--- config.mk ---
export PLATFORM = sky130hd
export DESIGN_NAME = msg_router
export DESIGN_NICKNAME = d
export VERILOG_FILES = /design/src/rtl/msg_router.sv
export SDC_FILE = /design/constraint.sdc
export NUM_CORES = 1
export LEC_CHECK = 0
export CORE_MARGIN = 5
export CORE_UTILIZATION = 52
export DETAILED_ROUTE_END_ITERATION = 6
export PLACE_DENSITY = 0.76
export RECOVER_POWER = 25
export SLEW_MARGIN = 0
export SYNTH_ARGS = -nofsm -noshare
export SYNTH_HDL_FRONTEND = slang
export SYNTH_SLANG_ARGS = --single-unit
export TNS_END_PERCENT = 1
--- constraint.sdc ---
create_clock -name Clock -period 2.1 [get_ports Clock]
set_clock_uncertainty 0.05 [all_clocks]
set_input_delay 0.42 -clock Clock [delete_from_list [all_inputs] [get_ports Clock]]
set_output_delay 0.42 -clock Clock [all_outputs]
set_load 0.02 [all_outputs]
--- src/rtl/msg_router.sv ---
// msg_router: hunts for a sync word, parses count/ID header, and steers payload bytes to per-ID collectors.
// Optional inter-byte idle timeout is enabled by defining MSG_ROUTER_TIMEOUT_EN.
module msg_router #(
    parameter int unsigned NumDest       = 4,
    parameter logic [15:0] SyncWord      = 16'h1234,
    parameter int unsigned MaxBytes      = 64,
    parameter int unsigned TimeoutClocks = 50000
) (
    input  logic               Clock,
    input  logic               Reset,
    input  logic [7:0]         InByte,
    input  logic               InByteReady,
    output logic [7:0]         DataByte,
    output logic [NumDest-1:0] ClearAddr,
    output logic [NumDest-1:0] WriteByte,
    output logic [NumDest-1:0] MsgComplete,
    output logic               BadMsg,
    output logic               Busy
);
    localparam int unsigned IdW      = (NumDest > 1) ? $clog2(NumDest) : 1;
    localparam int unsigned HdrBytes = 6;

    typedef enum logic [2:0] {
        SYNC1, SYNC2, CNT_HI, CNT_LO, ID_HI, ID_LO, PAYLOAD, DISCARD
    } state_t;

    state_t             state_q;
    logic [7:0]         hi_q;
    logic [15:0]        count_q;
    logic [15:0]        remain_q;
    logic [IdW-1:0]     dest_q;
    logic [NumDest-1:0] pend_q;
    logic [7:0]         data_q;
    logic [NumDest-1:0] clear_q;
    logic [NumDest-1:0] write_q;
    logic [NumDest-1:0] done_q;
    logic               bad_q;
    logic               busy_q;
    logic [15:0]        word_c;

`ifdef MSG_ROUTER_TIMEOUT_EN
    localparam int unsigned TW = $clog2(TimeoutClocks + 1);
    logic [TW-1:0] idle_q;
`else
    logic unused_timeout_c;
    assign unused_timeout_c = |32'(TimeoutClocks);
`endif

    assign word_c = {hi_q, InByte};

    function automatic logic [NumDest-1:0] onehot(input logic [IdW-1:0] idx);
        logic [NumDest-1:0] v;
        v      = '0;
        v[idx] = 1'b1;
        return v;
    endfunction

    // Parser FSM; every strobe is a registered single-cycle pulse.
    always_ff @(posedge Clock or posedge Reset) begin
        if (Reset) begin
            state_q  <= SYNC1;
            hi_q     <= '0;
            count_q  <= '0;
            remain_q <= '0;
            dest_q   <= '0;
            pend_q   <= '0;
            data_q   <= '0;
            clear_q  <= '0;
            write_q  <= '0;
            done_q   <= '0;
            bad_q    <= 1'b0;
            busy_q   <= 1'b0;
`ifdef MSG_ROUTER_TIMEOUT_EN
            idle_q   <= '0;
`endif
        end else begin
            clear_q <= '0;
            write_q <= '0;
            bad_q   <= 1'b0;
            done_q  <= pend_q;
            pend_q  <= '0;
`ifdef MSG_ROUTER_TIMEOUT_EN
            idle_q  <= InByteReady ? '0 : (busy_q ? idle_q + TW'(1) : '0);
`endif
            if (InByteReady) begin
                data_q <= InByte;
                case (state_q)
                    SYNC1: begin
                        if (InByte == SyncWord[15:8]) begin
                            state_q <= SYNC2;
                            busy_q  <= 1'b1;
                        end
                    end
                    SYNC2: begin
                        if (InByte == SyncWord[7:0]) begin
                            state_q <= CNT_HI;
                        end else if (InByte != SyncWord[15:8]) begin
                            state_q <= SYNC1;
                            busy_q  <= 1'b0;
                        end
                    end
                    CNT_HI: begin
                        hi_q    <= InByte;
                        state_q <= CNT_LO;
                    end
                    CNT_LO: begin
                        count_q <= word_c;
                        if (word_c < 16'(HdrBytes) || word_c > 16'(MaxBytes)) begin
                            bad_q   <= 1'b1;
                            state_q <= SYNC1;
                            busy_q  <= 1'b0;
                        end else begin
                            state_q <= ID_HI;
                        end
                    end
                    ID_HI: begin
                        hi_q    <= InByte;
                        state_q <= ID_LO;
                    end
                    ID_LO: begin
                        remain_q <= count_q - 16'(HdrBytes);
                        if (word_c >= 16'(NumDest)) begin
                            bad_q <= 1'b1;
                            if (count_q == 16'(HdrBytes)) begin
                                state_q <= SYNC1;
                                busy_q  <= 1'b0;
                            end else begin
                                state_q <= DISCARD;
                            end
                        end else begin
                            dest_q  <= IdW'(word_c);
                            clear_q <= onehot(IdW'(word_c));
                            if (count_q == 16'(HdrBytes)) begin
                                pend_q  <= onehot(IdW'(word_c));
                                state_q <= SYNC1;
                                busy_q  <= 1'b0;
                            end else begin
                                state_q <= PAYLOAD;
                            end
                        end
                    end
                    PAYLOAD: begin
                        write_q  <= onehot(dest_q);
                        remain_q <= remain_q - 16'd1;
                        if (remain_q == 16'd1) begin
                            pend_q  <= onehot(dest_q);
                            state_q <= SYNC1;
                            busy_q  <= 1'b0;
                        end
                    end
                    DISCARD: begin
                        remain_q <= remain_q - 16'd1;
                        if (remain_q == 16'd1) begin
                            state_q <= SYNC1;
                            busy_q  <= 1'b0;
                        end
                    end
                    default: begin
                        state_q <= SYNC1;
                        busy_q  <= 1'b0;
                    end
                endcase
            end
`ifdef MSG_ROUTER_TIMEOUT_EN
            // Idle abort: no MsgComplete is ever owed here since pend_q only lives in SYNC1.
            else if (busy_q && idle_q == TW'(TimeoutClocks - 1)) begin
                bad_q   <= 1'b1;
                state_q <= SYNC1;
                busy_q  <= 1'b0;
                idle_q  <= '0;
            end
`endif
        end
    end

    assign DataByte    = data_q;
    assign ClearAddr   = clear_q;
    assign WriteByte   = write_q;
    assign MsgComplete = done_q;
    assign BadMsg      = bad_q;
    assign Busy        = busy_q;

endmodule

==> results.py <==
metrics = {
    "clocking": {
        "cts_made_buffers": 9,
        "clk_pin_slew_ns": 0.08,
        "cts_htree_levels": 3,
        "tritoncts": "built",
        "cts.path.max_buffers": 2,
        "clockRootBuffer": "clkbuf_8",
        "clk-insertion-delay-late_ns": 0.35,
        "cts_num_sinks": 71,
    },
    "synth": {
        "synth_area_mm2": 0.00362,
        "yosysSeqAreaShare_pct": 49.0,
        "synth_seq_cells": 71,
        "yosys_most_used_dff": "dfrtp_1",
        "ys_types": 53,
        "synth_edf_count": 0,
        "synthArstFlopShare_pct": 100,
        "syn-num-nets": 358,
        "syn_inst": 344,
        "syn_area_per_cell_um2": 10.5,
        "ys_warn_count": 0,
    },
    "setup_path": {
        "critPathMostFrequentCell": "or4_4",
        "cpPeakStageDelay_ns": 0.54,
        "rr_startpoint": "remain_q[8]",
        "crit_required_ns": 2.28,
        "cp-startpoint": "remain_q[8]",
        "crit_type": "flip-flop to flip-flop",
        "start_kind": "flip-flop",
        "slowest_stage": "or4_4",
        "rr_worst_depth": 5,
        "arrival_ns": 2.47,
        "r2r_slack_ns": -0.19,
        "path_cells": "or4_4 -> or4_4 -> nor4_2 -> o21ai_0 -> a221o_1",
        "crit_path_end_kind": "flip-flop",
        "timing.rr.end": "remain_q[15]",
        "path_max_fanout": 3,
    },
    "final_layout": {
        "drive_gt1_share_pct": 32.1,
        "diodes": 0,
        "fill_cells": 481,
        "finish.net_count": 443,
        "multi_input_area_mm2": 0.00180,
        "final_core_util_pct": 70.4,
        "final_area_mm2": 0.00478,
        "instances_no_fill": 529,
        "regArea_mm2": 0.00178,
        "area_growth_pct": 32.0,
    },
    "global_route": {
        "grt_pass1_wl_mm": 15.2,
        "grt_pass1_vias": 3031,
        "antenna_found_initial": 0,
        "grt_max_degree": 72,
        "track_usage_pct": 22.3,
        "overflow": 0,
    },
    "route": {
        "route.vias.total": 3032,
        "drc_errors": 0,
        "ant_nets": 0,
        "wl_per_cell_um": 17.5,
        "via_per_inst": 5.73,
        "routed_wl_mm": 9.24,
        "drtIter0Drc": 170,
        "first_pass_iters": 4,
    },
    "run_status": {
        "violations": "setup timing",
        "status": "complete, but fails checks",
    },
    "hold_path": {
        "hp-class": "flip-flop to flip-flop",
        "hold_path_startpoint": "pend_q[1]",
        "whs_endpoint": "MsgComplete[1]",
        "holdPathStages": 0,
    },
    "place": {
        "post-dp-hpwl_mm": 6.14,
        "place_congestion": 0.865,
        "pre_cts_slack_ns": -0.322,
        "place_area_mm2": 0.00445,
        "portBuffers": 32,
        "placed_cells": 512,
    },
    "sta": {
        "tns_ns": -0.972,
        "setup_ws_ns": -0.194,
        "slew_violations": 0,
        "hold-worst-slack_ns": 0.300,
        "relSlewSlack_pct": 36.4,
        "hold_viol": 0,
        "finalSetupViolations": 9,
        "worstMarginPinSlew_ns": 0.954,
        "grt_setup_unrepaired": "yes",
        "fin_crit_sh_pct": 109,
        "period_needed_ns": 2.29,
        "fmax_ghz": 0.436,
    },
    "power": {
        "max-vdd-ir-drop_uv": 809,
        "internal-power_mw": 3.29,
        "p_per_area_mw_per_mm2": 1010,
        "power.leakage_nw": 2.04,
        "power.share.switching_pct": 31.6,
        "power.total_mw": 4.81,
        "power_frac_comb_pct": 32.7,
        "sequentialPowerShare_pct": 39.2,
        "p_clk_share_pct": 28.1,
        "switchingPower_mw": 1.52,
    },
    "floorplan": {
        "core_area_mm2": 0.00679,
        "start_util_pct": 53.4,
        "row_count": 30,
        "die-area_mm2": 0.00874,
        "dieWidth_um": 93.5,
        "dieHeight_um": 93.5,
        "num_io_pins": 33,
    },
    "flow_run": {
        "maxCapViolCount": 0,
    },
}
## state kept, by name (all words and copies together) (netlist names)
name	flops
hi_q	8
dest_q	2
state_q	3
remain_q	16
WriteByte	4
pend_q	4
MsgComplete	4
count_q	16
Busy	1
ClearAddr	4
BadMsg	1
DataByte	8
## cells in the mapped netlist (2+ instances only)
master | count | area [um^2]
dfrtp_1 | 71 | 1780
o211ai_1 | 2 | 15.0
o22ai_1 | 3 | 18.8
o32ai_1 | 3 | 26.3
or4_1 | 4 | 30.0
xnor2_1 | 4 | 35.0
mux2_2 | 33 | 372
nor2b_1 | 2 | 12.5
nor4b_1 | 3 | 26.3
o21ai_0 | 17 | 85.1
buf_1 | 3 | 11.3
and4_1 | 2 | 17.5
a221o_1 | 3 | 30.0
nor3b_1 | 4 | 30.0
a32o_1 | 2 | 20.0
nand4_1 | 3 | 18.8
nor3_1 | 10 | 50.1
a31oi_1 | 2 | 12.5
nand3b_1 | 5 | 37.5
nand3_1 | 7 | 35.0
a22oi_1 | 3 | 22.5
or4_4 | 3 | 33.8
nor2_1 | 28 | 105
nor4_1 | 12 | 75.1
buf_6 | 4 | 45.0
and3_1 | 3 | 18.8
inv_1 | 6 | 22.5
a21oi_1 | 19 | 95.1
or2_2 | 2 | 12.5
o31ai_1 | 5 | 37.5
ha_1 | 3 | 37.5
nand2_1 | 26 | 97.6
clkbuf_1 | 13 | 48.8
xor2_1 | 9 | 78.8
and2_1 | 2 | 12.5
or3_1 | 6 | 37.5
## cells by family (layout without fill, tap and decap cells)
kind of cell | Yosys count | count (layout) | synth area share, %
compound gates | 69 | 69 | 12.7
xor+xnor | 13 | 13 | 3.14
fa+ha+maj | 3 | 3 | 1.04
buf+inv | 26 | 115 | 3.52
flops | 71 | 71 | 49.0
mux | 33 | 33 | 10.3
simple gates | 129 | 129 | 20.3
## worst max path at each step
stage | end | slack, ns | depth (start not counted)
final | remain_q[15] | -0.19 | 5
after global routing | remain_q[15] | -0.29 | 5
after CTS | remain_q[15] | -0.19 | 5
after detailed placement | dest_q[1] | -0.32 | 6
after global placement | dest_q[1] | -0.20 | 6
after floorplan | remain_q[14] | -0.15 | 7
## layout by cell type (no fill, tap or decap), drive strengths merged, types with 2 or more instances in the layout
master	n
nor3b	5
a32o	2
nand3b	5
o32ai	3
buf	61
nand4	3
or3	6
clkdlybuf4s50	31
and2	2
a31oi	2
and4	2
inv	5
o22ai	3
clkbuf	11
nand3	7
o21ai	17
nor4b	3
a221o	3
nor4	14
xnor2	4
a21oi	19
nor2	28
bufinv	3
dfrtp	71
nor3	10
and3	3
or2	2
or4	7
ha	3
a22oi	3
xor2	9
nor2b	2
o31ai	5
o211ai	2
clkinvlp	2
mux2	33
nand2	26
## cell type report
class	count	share of cell area, %
Clock inverter	5	2.22
Clock buffer	10	2.88
Timing Repair Buffer	94	17.0
Inverter	6	0.549
Multi-Input combinational cell	247	37.7
Sequential cell	71	37.1
Tap cell	96	2.51
## worst max-delay path: cells and delay by family, from the launching register on
kind | cells | cell delay (ns)
flip-flops | 1 | 0.38
AND/OR/NAND/NOR | 3 | 1.28
AO/OA/AOI/OAI | 2 | 0.46
## power by group through the flow
| stage | Combinational, mW | Sequential [mW] | Clock, mW |
|---|---|---|---|
| final | 1.57 | 1.88 | 1.35 |
| after detailed placement | 1.52 | 1.90 | 0 |
| after floorplan | 0.834 | 1.91 | 0 |
| after global routing | 1.72 | 1.92 | 1.43 |
| after global placement | 1.47 | 1.88 | 0 |
| after CTS | 1.54 | 1.88 | 1.37 |
## repair_timing
item                                    4_1_cts  5_1_grt
endpoints found under the setup margin       13       20
resized for setup                             7       15
hold endpoints to repair                      0        0
pin swaps                                     3        3
setup buffers                                 1        1
hold buffers                                  0        0
## per-layer routing
layer  GRT usage, %  wire, um  vias up
met5              0         0        -
met4           5.74       138        0
met3           5.55       544       14
met2           37.0      4680       94
met1           29.2      3870     1478
li1               -         -     1446
Note: power is estimated with default switching activity, not from simulation.
==> RTL change, RTL diff (same settings) <==
Make the reset (`Reset`) synchronous in one clocked block.
--- a/src/rtl/msg_router.sv
+++ b/src/rtl/msg_router.sv
@@ -57,5 +57,5 @@
 
     // Parser FSM; every strobe is a registered single-cycle pulse.
-    always_ff @(posedge Clock or posedge Reset) begin
+    always_ff @(posedge Clock) begin
         if (Reset) begin
             state_q  <= SYNC1;
Formal check against the unedited RTL: differs if Reset is asserted again (counterexample within 4 cycles, from zero or initial values and one cycle with Reset high); with Reset held inactive, the same outputs for 10 cycles.
==> RTL change against the unedited design <==
  * The run still ends with negative setup slack left
  * Routed wire length down 0.74%
  * Sequential cell count unchanged
  * Final area down 5.9%
  * Synthesized area shrank 5.1%
  * Worst setup slack gained 0.17 ns
  * First-iteration DRC count is 28% higher
  * Highest routed layer unchanged
Power is not compared: it rests on default switching activity, and its combinational part moved more than twofold at a synthesized area within 25%.
==> RTL change: results (changes against the unedited design) <==
| Metric | Value |
|---|---|
| Number of instances on the worst hold path | 1 (was 0) |
| Hold endpoint | MsgComplete[0]$_SDFF_PP0_ (was MsgComplete[1]$_DFF_PP0_) |
| Failing checks | negative setup slack (unchanged) |
| Leakage power figure | 1.775 nW |
| Dpl cells | 569 (was 512) |
| Cell with the largest stage delay on the worst path | or4_4 (unchanged) |
| R2r setup slk | -0.03 ns (was -0.19 ns) |
| RR Endpoint | pend_q[0]$_SDFF_PP0_ (was remain_q[15]$_DFFE_PP0P_) |
| Via count of the first global-routing pass | 3219 (was 3031) |
| Number of antenna cells inserted | 0 (unchanged) |
| Stage delay of the slowest cell on the critical path | 0.53 ns |
| Share of synthesized area occupied by flip-flops and latches | 0.4134 (was 0.4902) |
| CP Data Arrival Time | 2.35 ns (was 2.47 ns) |
| Pin count of the biggest net entering global routing | 36 (was 72) |
| Drt total wl | 9170 um (was 9238 um) |
| DRT Pass-1 Iters | 5 (was 4) |
| Hold Startpoint | pend_q[0]$_SDFF_PP0_ (was pend_q[1]$_DFF_PP0_) |
| Launching point of the worst reg2reg path | count_q[8]$_SDFFE_PP0P_ (was remain_q[8]$_DFFE_PP0P_) |
| Post-layout instance count excluding filler cells | 584 (was 529) |
| Maximum fanout encountered on the critical timing path | 4 (was 3) |
| Post-synth top flop | dfxtp_1 (was dfrtp_1) |
| Status | complete, but fails checks (unchanged) |
| Setup WS post-layout | -0.02843 ns (was -0.1944 ns) |
| Antenna violations before repair | 0 (unchanged) |
| R2r worst-path depth | 4 (was 5) |
| Worst slew slack as a fraction of its limit | 0.2179 (was 0.3639) |
| Global-route wire length before repair | 15210 um (was 15200 um) |
| Count of final setup violators | 2 (was 9) |
| Final weighted congestion in routability-driven placement | 0.8908 (was 0.8647) |
| Ranking of synthesized cells by area | dfxtp_1 41%, mux2i_1 5.2%, nand2_1 5.1% (was dfrtp_1 49%, mux2_2 10%, nor2_1 2.9%) |
| # nets final | 518 (was 443) |
| Total number of vias | 3428 (was 3032) |
| Clock-pin transition on the worst setup and hold timing paths | 0.07 ns |
| Share of post-route cells with drive strength above 1 | 0.1992 (was 0.3210) |
| Number of library cell types mapped by synthesis | 60 (was 53) |
| Number of buffers created by CTS | 9 (unchanged) |
| Number of nets produced by synthesis | 434 (was 358) |
| Leading cell types by count after synthesis | 71 x dfxtp_1, 47 x nand2_1, 47 x nor2_1, 34 x a21oi_1, 19 x o21ai_0 (was 71 x dfrtp_1, 33 x mux2_2, 28 x nor2_1, 26 x nand2_1, 19 x a21oi_1) |
| Gate Count Post-Synth | 420 (was 344) |
| Fraction of synthesis flops using an asynchronous set or reset pin | 0 (was 1.000) |
| Overall fraction of global-route tracks in use | 0.2195 (was 0.2233) |
| Detailed Route Iter0 Violations | 218 (was 170) |
RTL change: worst reg2reg max path: stages (launching register included):
cell	delay, ns
dfxtp_1	0.31
or4_4	0.53
or4_4	0.53
or3_4	0.43
o31ai_2	0.19
RTL change: logic make-up after synthesis:
| logic type | Yosys count | share of synthesized area |
|---|---|---|
| compound gates | 98 | 0.1830 |
| xor+xnor | 12 | 0.03057 |
| fa+ha+maj | 3 | 0.01092 |
| buf+inv | 41 | 0.05167 |
| flops | 71 | 0.4134 |
| mux | 18 | 0.05240 |
| simple gates | 177 | 0.2580 |
RTL change: area by class of cell:
cell class | count | area [sq um]
clock inverters | 3 | 45.04
flip-flops and latches | 71 | 1421
clock buffers | 11 | 141.4
well taps | 77 | 96.34
inverters | 13 | 48.80
fillers | 514 | 1884
repair buffers | 101 | 843.3
multi-input cells | 308 | 1906
RTL change: what timing repair did:
item,in CTS,in global routing
buffers inserted,0,1
pin swaps,4,2
setup endpoints to repair,5,11
cloned,0,0
gates resized for setup,8,9
RTL change: report_power, final:
| part | switching, mW | leakage (nW) | total [mW] | internal (mW) |
|---|---|---|---|---|
| Combinational | 0.0891 | 1.11 | 0.162 | 0.0733 |
| Clock | 0.510 | 0.0875 | 1.08 | 0.568 |
| Sequential | 0.00466 | 0.573 | 1.36 | 1.35 |
RTL change: metal layers:
metal	GRT usage	vias to the layer above	wire [um]
li1	-	1683	-
met1	0.2866	1602	4117
met2	0.3522	122	4344
met3	0.05868	21	518
met4	0.07213	0	190
met5	0	-	0
RTL change: worst max path at each step:
stage,slack (ns),endpoint,startpoint
global placement,-0.50,pend_q[0]$_SDFF_PP0_,InByte[2]
global route,-0.09,pend_q[0]$_SDFF_PP0_,hi_q[4]$_SDFFE_PP0P_
finish,-0.03,pend_q[0]$_SDFF_PP0_,count_q[8]$_SDFFE_PP0P_
floorplan,-0.06,pend_q[0]$_SDFF_PP0_,count_q[8]$_SDFFE_PP0P_
CTS,-0.03,pend_q[0]$_SDFF_PP0_,count_q[8]$_SDFFE_PP0P_
detailed placement,-0.54,pend_q[0]$_SDFF_PP0_,InByte[2]
RTL change: through the flow:
stage           TNS, ns  hold slack [ns]  instance area [sq um]  setup slack (ns)  power [mW]
4_1_cts        -0.03736           0.3990                   4459          -0.03237       2.602
6_report       -0.02901           0.3918                   4502          -0.02843       2.600
2_1_floorplan   -0.1576           0.3638                   3448          -0.05704       1.462
3_3_place_gp     -4.047           0.3718                   4249           -0.4970       1.548
3_5_place_dp     -4.783           0.3820                   4249           -0.5440       1.550
5_1_grt         -0.4095           0.4125                   4502          -0.09075       2.679
